File: config.mk
export PLATFORM = sky130hd
export DESIGN_NAME = reorder_buffer
export DESIGN_NICKNAME = d
export VERILOG_FILES = /design/src/rtl/reorder_buffer_pkg.sv /design/src/rtl/reorder_buffer.sv
export SDC_FILE = /design/constraint.sdc
export NUM_CORES = 2
export LEC_CHECK = 0
export CAP_MARGIN = 30
export CORE_AREA = 2 2 442 335
export CTS_CLUSTER_SIZE = 14
export DETAILED_ROUTE_END_ITERATION = 8
export DIE_AREA = 0 0 444 337
export PLACE_DENSITY_LB_ADDON = 0.12
export SETUP_SLACK_MARGIN = 0.4
export SLEW_MARGIN = 20
export SYNTH_ARGS = -nofsm -noshare
export SYNTH_HDL_FRONTEND = slang
export SYNTH_SLANG_ARGS = --single-unit
File: constraint.sdc
create_clock -name clk -period 7.9 [get_ports clk]
set_clock_uncertainty 0.05 [all_clocks]
set_input_delay 1.185 -clock clk [delete_from_list [all_inputs] [get_ports clk]]
set_output_delay 1.185 -clock clk [all_outputs]
set_load 0.1 [all_outputs]
File: src/rtl/reorder_buffer_pkg.sv
// rtl/reorder_buffer_pkg.sv - shared constants for the reorder buffer and its clients
package reorder_buffer_pkg;

  localparam logic TRUE  = 1'b1;
  localparam logic FALSE = 1'b0;

  // Destination register code meaning "no architectural write"
  localparam logic [5:0] NULL = 6'd32;

  localparam int ENTRY_SIZE_DEF = 4;
  localparam logic [ENTRY_SIZE_DEF:0]   ENTRY_NULL  = 5'd16;
  localparam logic [ENTRY_SIZE_DEF-1:0] ENTRY_RANGE = 4'd15;

  // Null tag for an arbitrary entry width: one past the last slot index
  function automatic int entry_null(input int entry_size);
    return 1 << entry_size;
  endfunction

endpackage

File: src/rtl/reorder_buffer.sv
// rtl/reorder_buffer.sv - in-order commit queue with broadcast wakeup and branch rollback
// Optional ROB_QUERY_FWD_EN: operand queries also see same-cycle rs/lsb broadcasts.
module reorder_buffer
  import reorder_buffer_pkg::*;
#(
  parameter int ENTRY_SIZE = 4,
  parameter int REG_NUM    = 32
) (
  input  logic                  clk,
  input  logic                  rst_in,
  input  logic                  rdy_in,

  input  logic                  new_issue,
  input  logic [5:0]            issue_rd,
  input  logic                  issue_is_branch,
  input  logic                  issue_is_store,
  input  logic                  issue_pred_taken,
  input  logic [31:0]           issue_pc,
  output logic [ENTRY_SIZE:0]   rob_new_entry,
  output logic                  rob_full,

  input  logic                  rs_broadcast,
  input  logic [ENTRY_SIZE:0]   rs_entry,
  input  logic [31:0]           rs_result,
  input  logic                  rs_jump,
  input  logic [31:0]           rs_target,
  input  logic                  lsb_broadcast,
  input  logic [ENTRY_SIZE:0]   lsb_entry,
  input  logic [31:0]           lsb_result,

  output logic                  rob_commit,
  output logic [ENTRY_SIZE:0]   rob_entry,
  output logic [5:0]            rob_des,
  output logic [31:0]           rob_result,
  output logic                  store_commit,
  output logic                  roll_back,
  output logic [31:0]           roll_back_pc,

  input  logic [ENTRY_SIZE:0]   qj_in,
  input  logic [ENTRY_SIZE:0]   qk_in,
  output logic                  qj_ready,
  output logic                  qk_ready,
  output logic [31:0]           qj_value,
  output logic [31:0]           qk_value
);

  localparam int DEPTH = 1 << ENTRY_SIZE;
  localparam logic [ENTRY_SIZE:0]   TAG_NULL = (ENTRY_SIZE+1)'(entry_null(ENTRY_SIZE));
  localparam logic [ENTRY_SIZE-1:0] IDX_ONE  = 1;

  logic [DEPTH-1:0]      busy, ready;
  logic [DEPTH-1:0]      is_branch_q, is_store_q, pred_q, jump_q;
  logic [5:0]            rd_q     [DEPTH];
  logic [31:0]           pc_q     [DEPTH];
  logic [31:0]           value_q  [DEPTH];
  logic [31:0]           target_q [DEPTH];

  logic [ENTRY_SIZE-1:0] head, tail;
  logic [ENTRY_SIZE:0]   count;

  logic [ENTRY_SIZE-1:0] rs_idx, lsb_idx;
  logic                  active, issue_ok, rs_hit, lsb_hit, do_commit, mispredict;

  assign rob_new_entry = {1'b0, tail};
  assign rob_full      = (count == TAG_NULL);

  // Nothing new enters while paused or during the rollback cycle
  assign active    = rdy_in && !roll_back;
  assign issue_ok  = active && new_issue && !rob_full;
  assign rs_idx    = rs_entry[ENTRY_SIZE-1:0];
  assign lsb_idx   = lsb_entry[ENTRY_SIZE-1:0];
  assign rs_hit    = active && rs_broadcast  && !rs_entry[ENTRY_SIZE]  && busy[rs_idx];
  assign lsb_hit   = active && lsb_broadcast && !lsb_entry[ENTRY_SIZE] && busy[lsb_idx];
  assign do_commit = active && (count != '0) && ready[head];
  assign mispredict = do_commit && is_branch_q[head] && (jump_q[head] != pred_q[head]);

  always_ff @(posedge clk or posedge rst_in) begin
    if (rst_in) begin
      busy         <= '0;
      ready        <= '0;
      head         <= '0;
      tail         <= '0;
      count        <= '0;
      rob_commit   <= FALSE;
      store_commit <= FALSE;
      roll_back    <= FALSE;
      rob_entry    <= TAG_NULL;
      rob_des      <= NULL;
      rob_result   <= '0;
      roll_back_pc <= '0;
    end else begin
      rob_commit   <= FALSE;
      store_commit <= FALSE;
      roll_back    <= FALSE;
      if (rs_hit)  ready[rs_idx]  <= TRUE;
      if (lsb_hit) ready[lsb_idx] <= TRUE;
      if (do_commit) begin
        busy[head]  <= FALSE;
        ready[head] <= FALSE;
        head        <= head + IDX_ONE;
        rob_entry   <= {1'b0, head};
        rob_result  <= value_q[head];
        if (is_store_q[head]) begin
          store_commit <= TRUE;
          rob_des      <= NULL;
        end else begin
          rob_commit   <= TRUE;
          rob_des      <= rd_q[head];
        end
      end
      if (issue_ok) begin
        busy[tail]  <= TRUE;
        ready[tail] <= issue_is_store;
        tail        <= tail + IDX_ONE;
      end
      count <= count + (ENTRY_SIZE+1)'(issue_ok) - (ENTRY_SIZE+1)'(do_commit);
      // A mispredicted branch at head squashes everything younger, including same-cycle issue
      if (mispredict) begin
        roll_back    <= TRUE;
        roll_back_pc <= jump_q[head] ? target_q[head] : pc_q[head] + 32'd4;
        busy         <= '0;
        ready        <= '0;
        head         <= '0;
        tail         <= '0;
        count        <= '0;
      end
    end
  end

  always_ff @(posedge clk) begin
    if (issue_ok) begin
      rd_q[tail]        <= (int'(issue_rd) >= REG_NUM) ? NULL : issue_rd;
      is_branch_q[tail] <= issue_is_branch;
      is_store_q[tail]  <= issue_is_store;
      pred_q[tail]      <= issue_pred_taken;
      pc_q[tail]        <= issue_pc;
    end
    if (rs_hit) begin
      value_q[rs_idx]  <= rs_result;
      jump_q[rs_idx]   <= rs_jump;
      target_q[rs_idx] <= rs_target;
    end
    if (lsb_hit) value_q[lsb_idx] <= lsb_result;
  end

  logic [ENTRY_SIZE:0] q_tag [2];
  logic                q_rdy [2];
  logic [31:0]         q_val [2];

  assign q_tag[0] = qj_in;
  assign q_tag[1] = qk_in;
  assign qj_ready = q_rdy[0];
  assign qk_ready = q_rdy[1];
  assign qj_value = q_val[0];
  assign qk_value = q_val[1];

  always_comb begin
    for (int i = 0; i < 2; i++) begin
      q_rdy[i] = FALSE;
      q_val[i] = '0;
      if (!q_tag[i][ENTRY_SIZE]) begin
        q_rdy[i] = busy[q_tag[i][ENTRY_SIZE-1:0]] && ready[q_tag[i][ENTRY_SIZE-1:0]];
        q_val[i] = value_q[q_tag[i][ENTRY_SIZE-1:0]];
`ifdef ROB_QUERY_FWD_EN
        if (lsb_hit && lsb_entry == q_tag[i]) begin
          q_rdy[i] = TRUE;
          q_val[i] = lsb_result;
        end
        if (rs_hit && rs_entry == q_tag[i]) begin
          q_rdy[i] = TRUE;
          q_val[i] = rs_result;
        end
`endif
      end
    end
  end

endmodule
### After elaboration in Yosys (flattened, before gate mapping)

Memories as Yosys holds them, arrays and structs flattened. A register that Yosys moved wholly into a read port is not among the register bits.
Cells that the tools add are included.

* input bits: 164
* flip-flop bits (word level): 155
* memories: 4
* output and inout bits: 150
* bits in writable memories: 1632

Memory list
* pc_q: depth 16, width 32, read ports 1, clocked after Yosys merged registers in 0, write ports 1, RTL line reorder_buffer.sv:54 `logic [31:0] pc_q [DEPTH];`
* target_q: depth 16, width 32, read ports 1, clocked after Yosys merged registers in 0, write ports 1, RTL line reorder_buffer.sv:56 `logic [31:0] target_q [DEPTH];`
* value_q: depth 16, width 32, read ports 3, clocked after Yosys merged registers in 1, write ports 2, RTL line reorder_buffer.sv:55 `logic [31:0] value_q [DEPTH];`
* rd_q: depth 16, width 6, read ports 1, clocked after Yosys merged registers in 0, write ports 1, RTL line reorder_buffer.sv:53 `logic [5:0] rd_q [DEPTH];`

* bitwise gates (word level): 6
* order comparisons: 11
* add/subtract/negate cells: 5
* multiplexer cells: 66
* equality and inequality tests: 2
* reductions and logical operators: 26

Operators by type and width (number)
* $mux 16: 8
* $mux 32: 3
* $bwmux 16: 5
* $or 16x16->16: 3
* $bmux 1 s4: 11
* $add 32x3->32 const B: 1
* $and 16x16->16: 2
* $lt 4x5->1 const B: 6
* $mux 1: 28
* $logic_and 1x1->1: 19
* $demux 1 s4: 4
* $ge 4x1->1 const B: 4
* $mux 4: 4
* $not 16->16: 1
* $mux 6: 2
* $add 4x1->4 const B: 2
* $ge 6x6->1 const B: 1
* $add 5x1->5: 1
* $eq 5x5->1 const B: 1
* $mux 5: 1
* $reduce_bool 5->1: 1
* $sub 5x1->5: 1
* $logic_not 1->1: 4
* $reduce_bool 2->1: 2
* $ne 1x1->1: 1

### Depth between registers and ports, before layout

* depth after elaboration: 13
* gate-level depth with buffers: 20
* mapped depth without buffers: 17

### Worst setup path before layout

No wires, ideal clock.

* kind: input-to-reg
* from: input port rs_entry[0]
* to: memory value_q[0][0], enable pin
* data arrival time: 5.776 ns
* slack: 1.683 ns
* library setup time: 0.392 ns
* stages on the path: 8
* cell sequence: buf_2 > mux4_2 > mux4_2 > nand4b_1 > or3_1 > clkbuf_1 > nor3_1 > or2_1

RTL lines
* start, declared: RTL line reorder_buffer.sv:23 `input logic [ENTRY_SIZE:0] rs_entry,`
* end, declared: RTL line reorder_buffer.sv:55

### Worst setup path in the final report

* from: input port qk_in[1]
* to: output port qk_value[28]

* cells in the longest elaborated chain, start to end: 2

RTL lines
* start, declared: RTL line reorder_buffer.sv:40 `input logic [ENTRY_SIZE:0] qk_in,`
* $mem_v2 16x32
* $mux 32: RTL line reorder_buffer.sv:161 `if (!q_tag[i][ENTRY_SIZE]) begin`
* end, declared: RTL line reorder_buffer.sv:44 `output logic [31:0] qk_value`

No other way between the ends.

==> results.txt <==
----------------------------------------------------
[Route]
  Overall via count from detail_route ... between 40,000 and 50,000
  Wirelength, routed ... 243 mm
  Drc violations ... 0
  Wire length per cell after detailed routing ... between 30 and 40 µm
  Number of DRC markers after the initial detailed-route iteration ... between 6,000 and 7,000
  Number of vias per cell ... 7.00
  Count of antenna-violating nets left after detailed routing ... 0
  First drt pass iteration count ... 6

[Yosys]
  Most used DFF post-synth ... edfxtp_1
  Netlist cell types ... between 60 and 70
  Main combinational cell family by area after synthesis ... multiplexers
  Fraction of the yosys area taken by sequential cells ... a little under two thirds
  Post-synthesis mux area share ... about 28%
  Simple-gate portion of the synthesized area ... under 10%
  Fraction of registers with async set or reset after synthesis ... between 6 and 7%
  Mapped Nets ... roughly 4,800
  Number of enable flip-flop cells after synthesis ... around 1,700
  Adder-cell share of the synthesized area ... less than 1%
  Syn Std Cell Area ... between 80,000 and 90,000 µm²
  Xor-xnor portion of the synthesized cell area ... less than 1%
  Compound-gate portion of the synthesized area ... under 10%
  Syn Inst Count ... 4,585
  Post-Syn Area per Cell ... around 19 µm²
  Number of synthesized register bits ... 1,819
  Number of warnings issued by yosys ... 0

[Layout]
  Number of filler cells placed in the layout ... 9,671
  Ratio of cells with drive above 1 in the final layout ... 34.4%
  FF+latch area ... approximately 54,000 µm²
  Most common library cell in the layout ignoring fill and taps ... edfxtp_1
  Synthesis-to-finish area growth ... 13.0%
  Net total in the final layout ... ~5,000
  Commonest cells after routing, fill and taps aside ... 1,696 x edfxtp_1, 839 x mux4_2, 554 x nand2_1
  Multi-input gate area ... slightly below 30,000 µm²
  Post-route cell area ... around 96,000 µm²

[STA]
  Slew at the pin closest to its max-slew limit ... around 1.1 ns
  Setup TNS ... 0 ns
  Max Slew Vio Count ... 0
  PnR worst setup slack ... between 2 and 2.5 ns
  Maximum clock rate ... between 0.15 and 0.2 GHz
  Hold Fails Final Rpt ... 0
  Final worst path period share ... about 74%
  Final number of setup-violating endpoints ... 0
  Worst slew margin relative to its limit ... approximately 29%
  Tmin final ... 5.86 ns
  RSZ-0062 raised after global routing ... no

[Placed design]
  Count of port buffers added during placement ... between 300 and 400
  Post-Place Setup Slack ... ~2.0 ns
  Global placer's final weighted congestion ... 0.884
  HPWL after detailed placement ... between 100 and 150 mm
  Post-DP Area ... 90,700 µm²

[Worst setup path]
  Largest fanout of any net on the critical path ... 63
  Startpoint Class ... input port
  Slowest library cell on the worst path ... clkdlybuf4s50_1
  Worst R2R Path Depth ... 18
  Reg-to-reg critical path startpoint ... head[0]$_DFFE_PP0P_
  WP data arrival ... 4.62 ns
  Register-to-register setup slack ... 2.68 ns
  Worst Path Required ... 6.66 ns
  Endpoint class of the critical path ... output pin
  Crit-path cells ... buf_6 > buf_4 > mux4_2 > mux4_2 > nor2b_1 > clkdlybuf4s50_1
  Critical setup path kind ... in -> out
  Worst r2r dst ... count[4]$_DFF_PP0_
  Most common cell type on the critical path ... mux4_2
  Delay of the slowest critical-path stage ... about 1.2 ns

[Power]
  Pwr per Cell Area ... 310 nW/µm²
  Leakage power figure ... about 0.031 µW
  IR drop worst, VDD ... approximately 0.36 mV

[Worst hold path]
  Worst hold-check path type ... reg -> reg
  Terminating pin of the worst hold path ... rob_des[5]$_DFFE_PP1N_
  Number of stages on the worst hold path ... 2
  Hold Path Origin ... rob_des[5]$_DFFE_PP1N_

[Clocking]
  Resized cells post-CTS ... 0
  Register clock-pin slew on the reported worst setup and hold paths ... 0.06 ns
  Number of setup buffers added after CTS ... 0
  Number of buffers between clock root and the deepest sink ... 3
  Clock Sinks ... between 1,500 and 2,000
  Total CTS buffers ... roughly 180
  Number of buffers added to fix hold violations after cts ... 0
  Clk Tree Root Cell ... clkbuf_16
  Source-to-sink clock delay at the later pin of the worst-skew pair ... 0.84 ns
  TritonCTS clock tree ... yes
  Deepest level of the CTS H-tree ... 4

[Floorplanning]
  Starting Density ... 58.5%
  Width of the die ... about 440 µm
  Total die area ... between 100,000 and 150,000 µm²
  Io pins ... 314
  Floorplan core area ... roughly 150,000 µm²
  Die height ... ~340 µm
  # rows ... about 120

[Global routing]
  Number of antenna violations at the first check in global routing ... 31
  Global router's overall resource usage ... around 33%
  Total global routing overflow ... 0
  First-pass GRT wire length ... 348 mm
  Maximum number of pins on one net before global-route repair ... ~130
  Number of global-route vias before repair ... between 40,000 and 50,000

[Outcome]
  Run status ... finished, final reports clean

[Run]
  Total of max-cap violations ... 0

----------------------------------------------------
## metrics by stage
step	power, µW	instances	utilization [%]	hold WS (ns)
2_1_floorplan	18800	4585	-	0.466
3_3_place_gp	21500	6544	61.8	0.401
3_5_place_dp	21700	6567	62.2	0.401
4_1_cts	30000	6892	66.0	0.412
5_1_grt	30900	6914	66.1	0.438
6_report	29900	6916	66.1	0.412
## cells in the mapped netlist (all sizes together) (2+ instances only)
master	n	area share, %
nor4	5	0.054
o211ai	13	0.13
clkbuf	175	0.77
or3	3	0.022
o311a	3	0.035
or2	2	0.015
nand4b	3	0.038
mux2	394	5.2
dfstp	2	0.062
a21o	10	0.088
nand4	14	0.12
ha	15	0.22
nor2	81	0.36
inv	48	0.21
nand2	567	2.5
o221ai	14	0.14
mux4	846	22
a21oi	40	0.24
mux2i	12	0.14
dfrtp	121	3.6
and2	9	0.066
nor3	12	0.076
o21ai	34	0.20
buf	205	1.5
xnor2	17	0.17
nand3	56	0.33
a22o	2	0.021
nand2b	8	0.059
nor2b	78	0.57
a22oi	38	0.33
nand3b	15	0.13
edfxtp	1696	60
and3	3	0.022
a221oi	2	0.021
xor2	21	0.22
a211oi	8	0.070
## critical path: cells and delay by family
family                 cells  cell delay, ns
multiplexers               2            0.59
buffers and inverters      3            2.45
AND/OR/NAND/NOR            1            0.34
## report_power, final
part           switching [µW]  leakage, µW  internal, µW
clock network            3690      0.00273          4600
logic                    6030       0.0119          4010
registers                 524       0.0168         11000
total                   10200       0.0314         19600
## flip-flops by register name, summed over array words and instances (netlist names), 32 cells and up
signal / flops
target_q: 512
pc_q: 512
roll_back_pc: 32
value_q: 512
rd_q: 96
rob_result: 32
## cell type report
cell class | instances | share of cell area (%)
sequential | 1819 | 56.0
multi-input combinational | 2338 | 30.6
clock buffer | 230 | 4.95
timing repair buffer | 446 | 4.83
tap | 1922 | 2.49
clock inverter | 95 | 0.840
inverter | 48 | 0.193
antenna | 18 | 0.0467
## worst max-delay path by stage
stage                           start                      end  slack (ns)  cells after the start
after floorplan           rs_entry[0]  value_q[0][0]$_DFFE_PP_        1.68                      8
after global placement       qk_in[0]              qk_value[8]        2.00                      6
after detailed placement     qk_in[0]              qk_value[8]        1.98                      6
after CTS                    qk_in[0]              qk_value[9]        1.99                      6
after global routing         qk_in[1]             qk_value[28]        1.96                      6
final                        qk_in[1]             qk_value[28]        2.04                      6
## per-layer routing
metal	vias to the layer above	share of wire, %	global-route usage [%]
met4	20	3.5	11.5
met2	3042	46	48.6
met5	-	0.049	0
met1	25700	40	49.1
met3	468	11	7.37
li1	19200	-	-
## kinds of logic (layout without fill, tap and decap cells)
family,Yosys count,in the layout
DFF,1819,1819
buffers and inverters,428,819
AOI/OAI and AO/OA,172,172
muxes,1252,1252
other,1,19
xor gates and xnor gates,38,38
and+or+nand+nor,859,859
adders and majority gates,16,16
Power figures use the tool's default switching activity.
